==> src/rtl/calc_display_if.sv <==
// Core-to-display link for calc_display: serial digit stream in, multiplexed
// seven-segment drive out.
interface calc_display_if;
    logic [1:0] status;
    logic [3:0] data;
    logic [3:0] pos;
    logic [7:0] an;
    logic [6:0] seg;
    logic       dp;
    logic       frame_done;

    modport master (output status, data, pos, input an, seg, dp, frame_done);
    modport slave  (input status, data, pos, output an, seg, dp, frame_done);
endinterface

==> src/rtl/calc_display.sv <==
// 8-digit seven-segment display stage: shadow/live frame buffering, status overrides, scan.
// Optional leading-zero blanking is enabled with `define CALC_DISPLAY_LZB_EN.
module calc_display #(
    parameter int DIV_W = 16
) (
    input logic           clock,
    input logic           reset,
    calc_display_if.slave bus
);
    typedef enum logic [1:0] {IDLE, CAPTURE, COMMIT} state_t;

    localparam logic [6:0] SEG_BLANK = 7'b1111111;

    state_t            state_q, state_d;
    logic [1:0]        status_q;
    logic [DIV_W-1:0]  div_q;
    logic [2:0]        idx_q;
    logic [7:0]        an_q;
    logic [6:0]        seg_q;
    logic [7:0][3:0]   shadow_q, live_q;
    logic [7:0]        show;
    logic [6:0]        pat;
    logic              tick, printing, wr_en;
    logic [2:0]        wr_idx;

    function automatic logic [6:0] dec(input logic [3:0] d);
        case (d)
            4'd0:    dec = 7'b1000000;
            4'd1:    dec = 7'b1111001;
            4'd2:    dec = 7'b0100100;
            4'd3:    dec = 7'b0110000;
            4'd4:    dec = 7'b0011001;
            4'd5:    dec = 7'b0010010;
            4'd6:    dec = 7'b0000010;
            4'd7:    dec = 7'b1111000;
            4'd8:    dec = 7'b0000000;
            4'd9:    dec = 7'b0010000;
            default: dec = SEG_BLANK;
        endcase
    endfunction

    assign tick     = &div_q;
    assign printing = (bus.status == 2'b11);
    // pos==k carries digit k-1; pos==8 wraps to index 7 in three bits
    assign wr_idx   = bus.pos[2:0] - 3'd1;

    always_comb begin
        state_d = state_q;
        wr_en   = 1'b0;
        case (state_q)
            IDLE: if (printing && bus.pos == 4'd1) begin
                wr_en   = 1'b1;
                state_d = CAPTURE;
            end
            CAPTURE: begin
                if (!printing || bus.pos == 4'd0 || bus.pos > 4'd8) begin
                    state_d = IDLE;
                end else if (bus.pos >= 4'd2) begin
                    wr_en = 1'b1;
                    if (bus.pos == 4'd8) state_d = COMMIT;
                end
            end
            COMMIT:  state_d = IDLE;
            default: state_d = IDLE;
        endcase
    end

    always_ff @(posedge clock or negedge reset) begin
        if (!reset) begin
            state_q  <= IDLE;
            status_q <= 2'b10;
            shadow_q <= '0;
            live_q   <= '0;
        end else begin
            state_q  <= state_d;
            status_q <= bus.status;
            if (wr_en) shadow_q[wr_idx] <= bus.data;
            if (state_q == COMMIT) live_q <= shadow_q;
        end
    end

`ifdef CALC_DISPLAY_LZB_EN
    logic [7:0] show_q, show_d;
    logic       nz_above;

    // Visibility is derived from the frame being committed so it lands with live_q
    always_comb begin
        show_d    = 8'h01;
        nz_above  = 1'b0;
        for (int k = 7; k >= 1; k--) begin
            nz_above  = nz_above | (shadow_q[k] != 4'd0);
            show_d[k] = nz_above;
        end
    end

    always_ff @(posedge clock or negedge reset) begin
        if (!reset)                 show_q <= 8'h01;
        else if (state_q == COMMIT) show_q <= show_d;
    end

    assign show = show_q;
`else
    assign show = 8'hFF;
`endif

    always_comb begin
        pat = SEG_BLANK;
        case (status_q)
            2'b00: case (idx_q)
                3'd3:       pat = 7'b0000110;
                3'd2, 3'd1: pat = 7'b0101111;
                3'd0:       pat = 7'b0100011;
                default:    pat = SEG_BLANK;
            endcase
            2'b01:   pat = 7'b0111111;
            default: pat = show[idx_q] ? dec(live_q[idx_q]) : SEG_BLANK;
        endcase
    end

    // an and seg load together on a tick so a digit never shows its neighbour's segments
    always_ff @(posedge clock or negedge reset) begin
        if (!reset) begin
            div_q <= '0;
            idx_q <= 3'd0;
            an_q  <= 8'hFF;
            seg_q <= SEG_BLANK;
        end else begin
            div_q <= div_q + 1'b1;
            if (tick) begin
                an_q  <= ~(8'd1 << idx_q);
                seg_q <= pat;
                idx_q <= idx_q + 3'd1;
            end
        end
    end

    assign bus.an         = an_q;
    assign bus.seg        = seg_q;
    assign bus.dp         = 1'b1;
    assign bus.frame_done = (state_q == COMMIT);
endmodule
==> src/flat_wrapper.sv <==
// flat-port wrapper written by rule: the top's interface ports become plain ports
module calc_display_flat 
#(
    parameter int DIV_W = 16
)
  (clock, reset, bus_status, bus_data, bus_pos, bus_an, bus_seg, bus_dp, bus_frame_done);
  calc_display_if bus_i ();
  input logic clock;
  input logic reset;
  input wire logic [$bits(bus_i.status)-1:0] bus_status;
  input wire logic [$bits(bus_i.data)-1:0] bus_data;
  input wire logic [$bits(bus_i.pos)-1:0] bus_pos;
  output wire logic [$bits(bus_i.an)-1:0] bus_an;
  output wire logic [$bits(bus_i.seg)-1:0] bus_seg;
  output wire logic [$bits(bus_i.dp)-1:0] bus_dp;
  output wire logic [$bits(bus_i.frame_done)-1:0] bus_frame_done;
  assign bus_i.status = bus_status;
  assign bus_i.data = bus_data;
  assign bus_i.pos = bus_pos;
  assign bus_an = bus_i.an;
  assign bus_seg = bus_i.seg;
  assign bus_dp = bus_i.dp;
  assign bus_frame_done = bus_i.frame_done;
  calc_display #(.DIV_W(DIV_W)) u_core (.clock(clock), .reset(reset), .bus(bus_i));
endmodule
==> config.mk <==
export PLATFORM = sky130hd
export DESIGN_NAME = calc_display_flat
export DESIGN_NICKNAME = d
export VERILOG_FILES = /design/src/rtl/calc_display_if.sv /design/src/rtl/calc_display.sv /design/src/flat_wrapper.sv
export SDC_FILE = /design/constraint.sdc
export NUM_CORES = 1
export LEC_CHECK = 0
export ABC_CLOCK_PERIOD_IN_PS = 2800
export CORE_AREA = 2 2 101 103
export CTS_CLUSTER_DIAMETER = 30
export DETAILED_ROUTE_END_ITERATION = 12
export DIE_AREA = 0 0 103 105
export GPL_ROUTABILITY_DRIVEN = 0
export MAX_ROUTING_LAYER = met4
export PLACE_DENSITY = 0.76
export SETUP_SLACK_MARGIN = 0.15
export SLEW_MARGIN = 15
export SYNTH_ARGS = -nofsm -noshare
export SYNTH_HDL_FRONTEND = slang
export SYNTH_SLANG_ARGS = --single-unit
==> constraint.sdc <==
create_clock -name clock -period 2.8 [get_ports clock]
set_input_delay 0.28 -clock clock [delete_from_list [all_inputs] [get_ports clock]]
set_output_delay 0.28 -clock clock [all_outputs]
set_load 0.02 [all_outputs]
==> summary.md <==
| Metric | Value |
|---|---|
| Result of the run | finished clean |
| Required time of the critical path | between 3000 and 4000 ps |
| PD cells | between 400 and 500 mW/mm^2 |
| Number of global-route vias before repair | 2824 |
| Fmax achieved | ~420 MHz |
| Final-layout setup total negative slack | 0 ps |
| Via count | between 2000 and 3000 |
| Critical-path cell with the highest stage delay | mux4_1 |
| Die outline width | between 100 and 150 um |
| Top_reg_cell synth | dfrtp_1 |
| Part of the Yosys area used for sequential elements | 0.545 |
| Crit Path Class | register to register |
| Worst rel slew slack | 0.598 |
| Post-synth design cell area | roughly 0.0047 mm^2 |
| Initial Util | 0.490 |
| Fin Hold WS | 347 ps |
| Post-CTS setup buffers | 0 |
| Post-route cell area | between 0.005 and 0.006 mm^2 |
| Number of synthesized flops with an enable pin | 0 |
| Site row count | 36 |
| Post-synthesis cell type count | between 50 and 60 |
| Latest clock arrival within the worst-skew pair | 360 ps |
| Detail Route Antenna Nets | 0 |
| Count of mapped cells out of synthesis | approximately 360 |
| DRT iter0 DRCs | 70 |
| Leakage power | ~2.5 nW |
| Max Fanout on Critical Path | 11 |
| Type of element capturing the critical path | register |
| DP Wirelength | roughly 5.7 mm |
| Post-synth net total | roughly 380 |
| Remaining design rule violation count | 0 |
| Number of max-slew violations in the final report | 0 |
| CTS tree | built |
| Ys async rst share | 1.00 |
| Setup violators final | 0 |
| Kind of path behind the tightest hold check | primary input to async pin |
| Largest stage delay on the critical path | around 680 ps |
| Fraction of final layout cells sized beyond drive strength 1 | 0.285 |
| Unrepaired setup endpoints after global routing | false |
| Path length in cells of the critical path | 6 |
| Arrival time reported for the critical path endpoint | between 2000 and 3000 ps |
| Least-Margin Pin Slew | approximately 600 ps |
| Number of cells on the worst reg-to-reg path | 6 |
| Worst clock skew | 7.02 ps |
| Cells along the critical path | mux4_1 > mux2i_2 > buf_4 > mux2i_1 > nor3_1 > o21ai_1 |
| Maximum capacitance violations | 0 |
| Wire length of the first global-routing pass | 13.5 mm |
| Placeable core region | just under 0.01 mm^2 |
| Io pins | 29 |
| Mean cell area of the mapped netlist | 13.3 um^2 |
| WP buf/inv | 1 |
| Post-detailed-route via-to-cell ratio | ~5.3 |
| Clock slew seen by the registers of the worst setup and hold paths | ~90 ps |
| Overall global routing resource usage | 0.168 |
| Floorplan die area | 0.0108 mm^2 |
| Number of port buffers | 27 |
| Antenna Cells | 0 |
| H-tree depth | 3 |
| Largest net degree at the start of global routing | between 50 and 60 |
| Area growth from synthesis to final layout | 13.8% |
| Net count, final | about 420 |
| Max Buffers Root-to-Sink | 2 |
| Die Ht | 105 um |
| Pre-antenna DRT Iters | 5 |
| Count of state elements after synthesis | ~100 |
| Post-DR wirelength/cell | around 15 um |
| Final period utilization | 0.853 |
| Largest delay contributor family on the critical path | multiplexers |
| Total wirelength of the detailed-routed design | 8.06 mm |
| Hold Violations, Final | 0 |
| Number of clock buffers inserted by TritonCTS | 9 |
| Initial antenna violation count | 0 |
| Instance area at placement | 0.00517 mm^2 |
| GRT overflow | 0 |
| TritonCTS Sinks | between 100 and 150 |
| Crit start category | register |
| Largest vdd supply drop | ~0.00042 V |
| Tmin final | roughly 2400 ps |
| Yosys Warn Count | 0 |
| Clk root buf | clkbuf_8 |
## synthesized netlist by cell type (3+ instances only)
library cell,instances,area [um^2]
mux4_1,4,105
nand3b_1,3,22.5
dfrtp_1,86,2150
a21oi_1,5,25.0
mux2_2,49,552
dfstp_2,16,420
mux4_2,4,90.1
a31oi_1,7,43.8
nand3_1,7,35.0
o21ai_0,6,30.0
mux2i_1,4,40.0
ha_1,15,188
buf_2,4,20.0
mux2_1,16,180
nand4_1,3,18.8
o21ai_1,3,15.0
and3_1,3,18.8
inv_1,12,45.0
o21a_1,3,22.5
nand2_1,21,78.8
nor2_1,19,71.3
clkbuf_1,8,30.0
xor2_1,5,43.8
xnor2_1,12,105
## through the flow
step,setup WS (ps),power [W],util,instances
floorplan,614,0.00160,-,356
global placement,165,0.00167,0.536,512
detailed placement,90.9,0.00168,0.536,512
CTS,192,0.00258,0.557,529
global route,253,0.00266,0.557,529
finish,413,0.00254,0.557,529
## layer usage
layer	vias up	global-route usage	part of all wire
met3	11	0.0482	0.030
li1	1324	-	-
met5	-	-	0
met4	0	0.0508	0.013
met2	43	0.255	0.48
met1	1410	0.220	0.47
## kinds of logic after synthesis
logic type                 share of synthesized area
DFF                                            0.545
other                                       0.000795
adders and majority gates                     0.0398
muxes                                          0.217
and+or+nand+nor                               0.0846
buffers and inverters                         0.0273
xor gates and xnor gates                      0.0315
AOI/OAI and AO/OA                             0.0538
## final timing paths
path / start / end / slack (ps)
worst max-delay path: u_core.idx_q[0] / u_core.bus.seg[4] / 410
worst min-delay path: reset / u_core.div_q[13] / 350
worst max register to register: u_core.idx_q[0] / u_core.bus.seg[4] / 410
worst min register to register: u_core.state_q[1] / u_core.state_q[1] / 450
max in group asynchronous: reset / u_core.idx_q[0] / 1790
min in group clock: bus_status[1] / u_core.status_q[1] / 350
## cells in the final DEF, fill, tap and decap left out, drive strengths merged, types with 3 or more instances in the layout
| cell type | instances |
|---|---|
| o21a | 3 |
| and3 | 4 |
| buf | 12 |
| dfstp | 16 |
| a21oi | 6 |
| nor2 | 21 |
| a31oi | 8 |
| inv | 12 |
| xnor2 | 12 |
| nand3 | 7 |
| ha | 15 |
| mux4 | 8 |
| nand4 | 3 |
| clkdlybuf4s50 | 26 |
| clkbuf | 14 |
| dfrtp | 86 |
| mux2i | 6 |
| nor3 | 4 |
| nand2 | 21 |
| nand3b | 3 |
| mux2 | 67 |
| o21ai | 10 |
| xor2 | 5 |
## registers in the layout, indices dropped and copies added (netlist names)
name	cells
u_core.bus.seg	7
u_core.live_q	32
u_core.idx_q	3
u_core.bus.an	8
u_core.status_q	2
u_core.state_q	2
u_core.shadow_q	32
u_core.div_q	16
## report_power, final
group	leakage (nW)	internal [W]	switching, W
logic	1.08	0.0000522	0.0000698
clock network	0.0947	0.000439	0.000460
registers	1.34	0.00151	0.0000169
total	2.52	0.00200	0.000546
## timing repair
action	in CTS	in global routing
hold endpoints to repair	7	0
gates resized for setup	0	1
setup endpoints to repair	0	7
hold buffers	1	0
## area by class of cell
| cell class | count | area, um^2 |
|---|---|---|
| Multi-Input combinational cell | 226 | 2020 |
| Fill cell | 813 | 4270 |
| Timing Repair Buffer | 39 | 373 |
| Clock buffer | 14 | 153 |
| Sequential cell | 102 | 2570 |
| Clock inverter | 2 | 35.0 |
| Inverter | 13 | 48.8 |
| Tap cell | 133 | 166 |
Power figures use the tool's default switching activity.
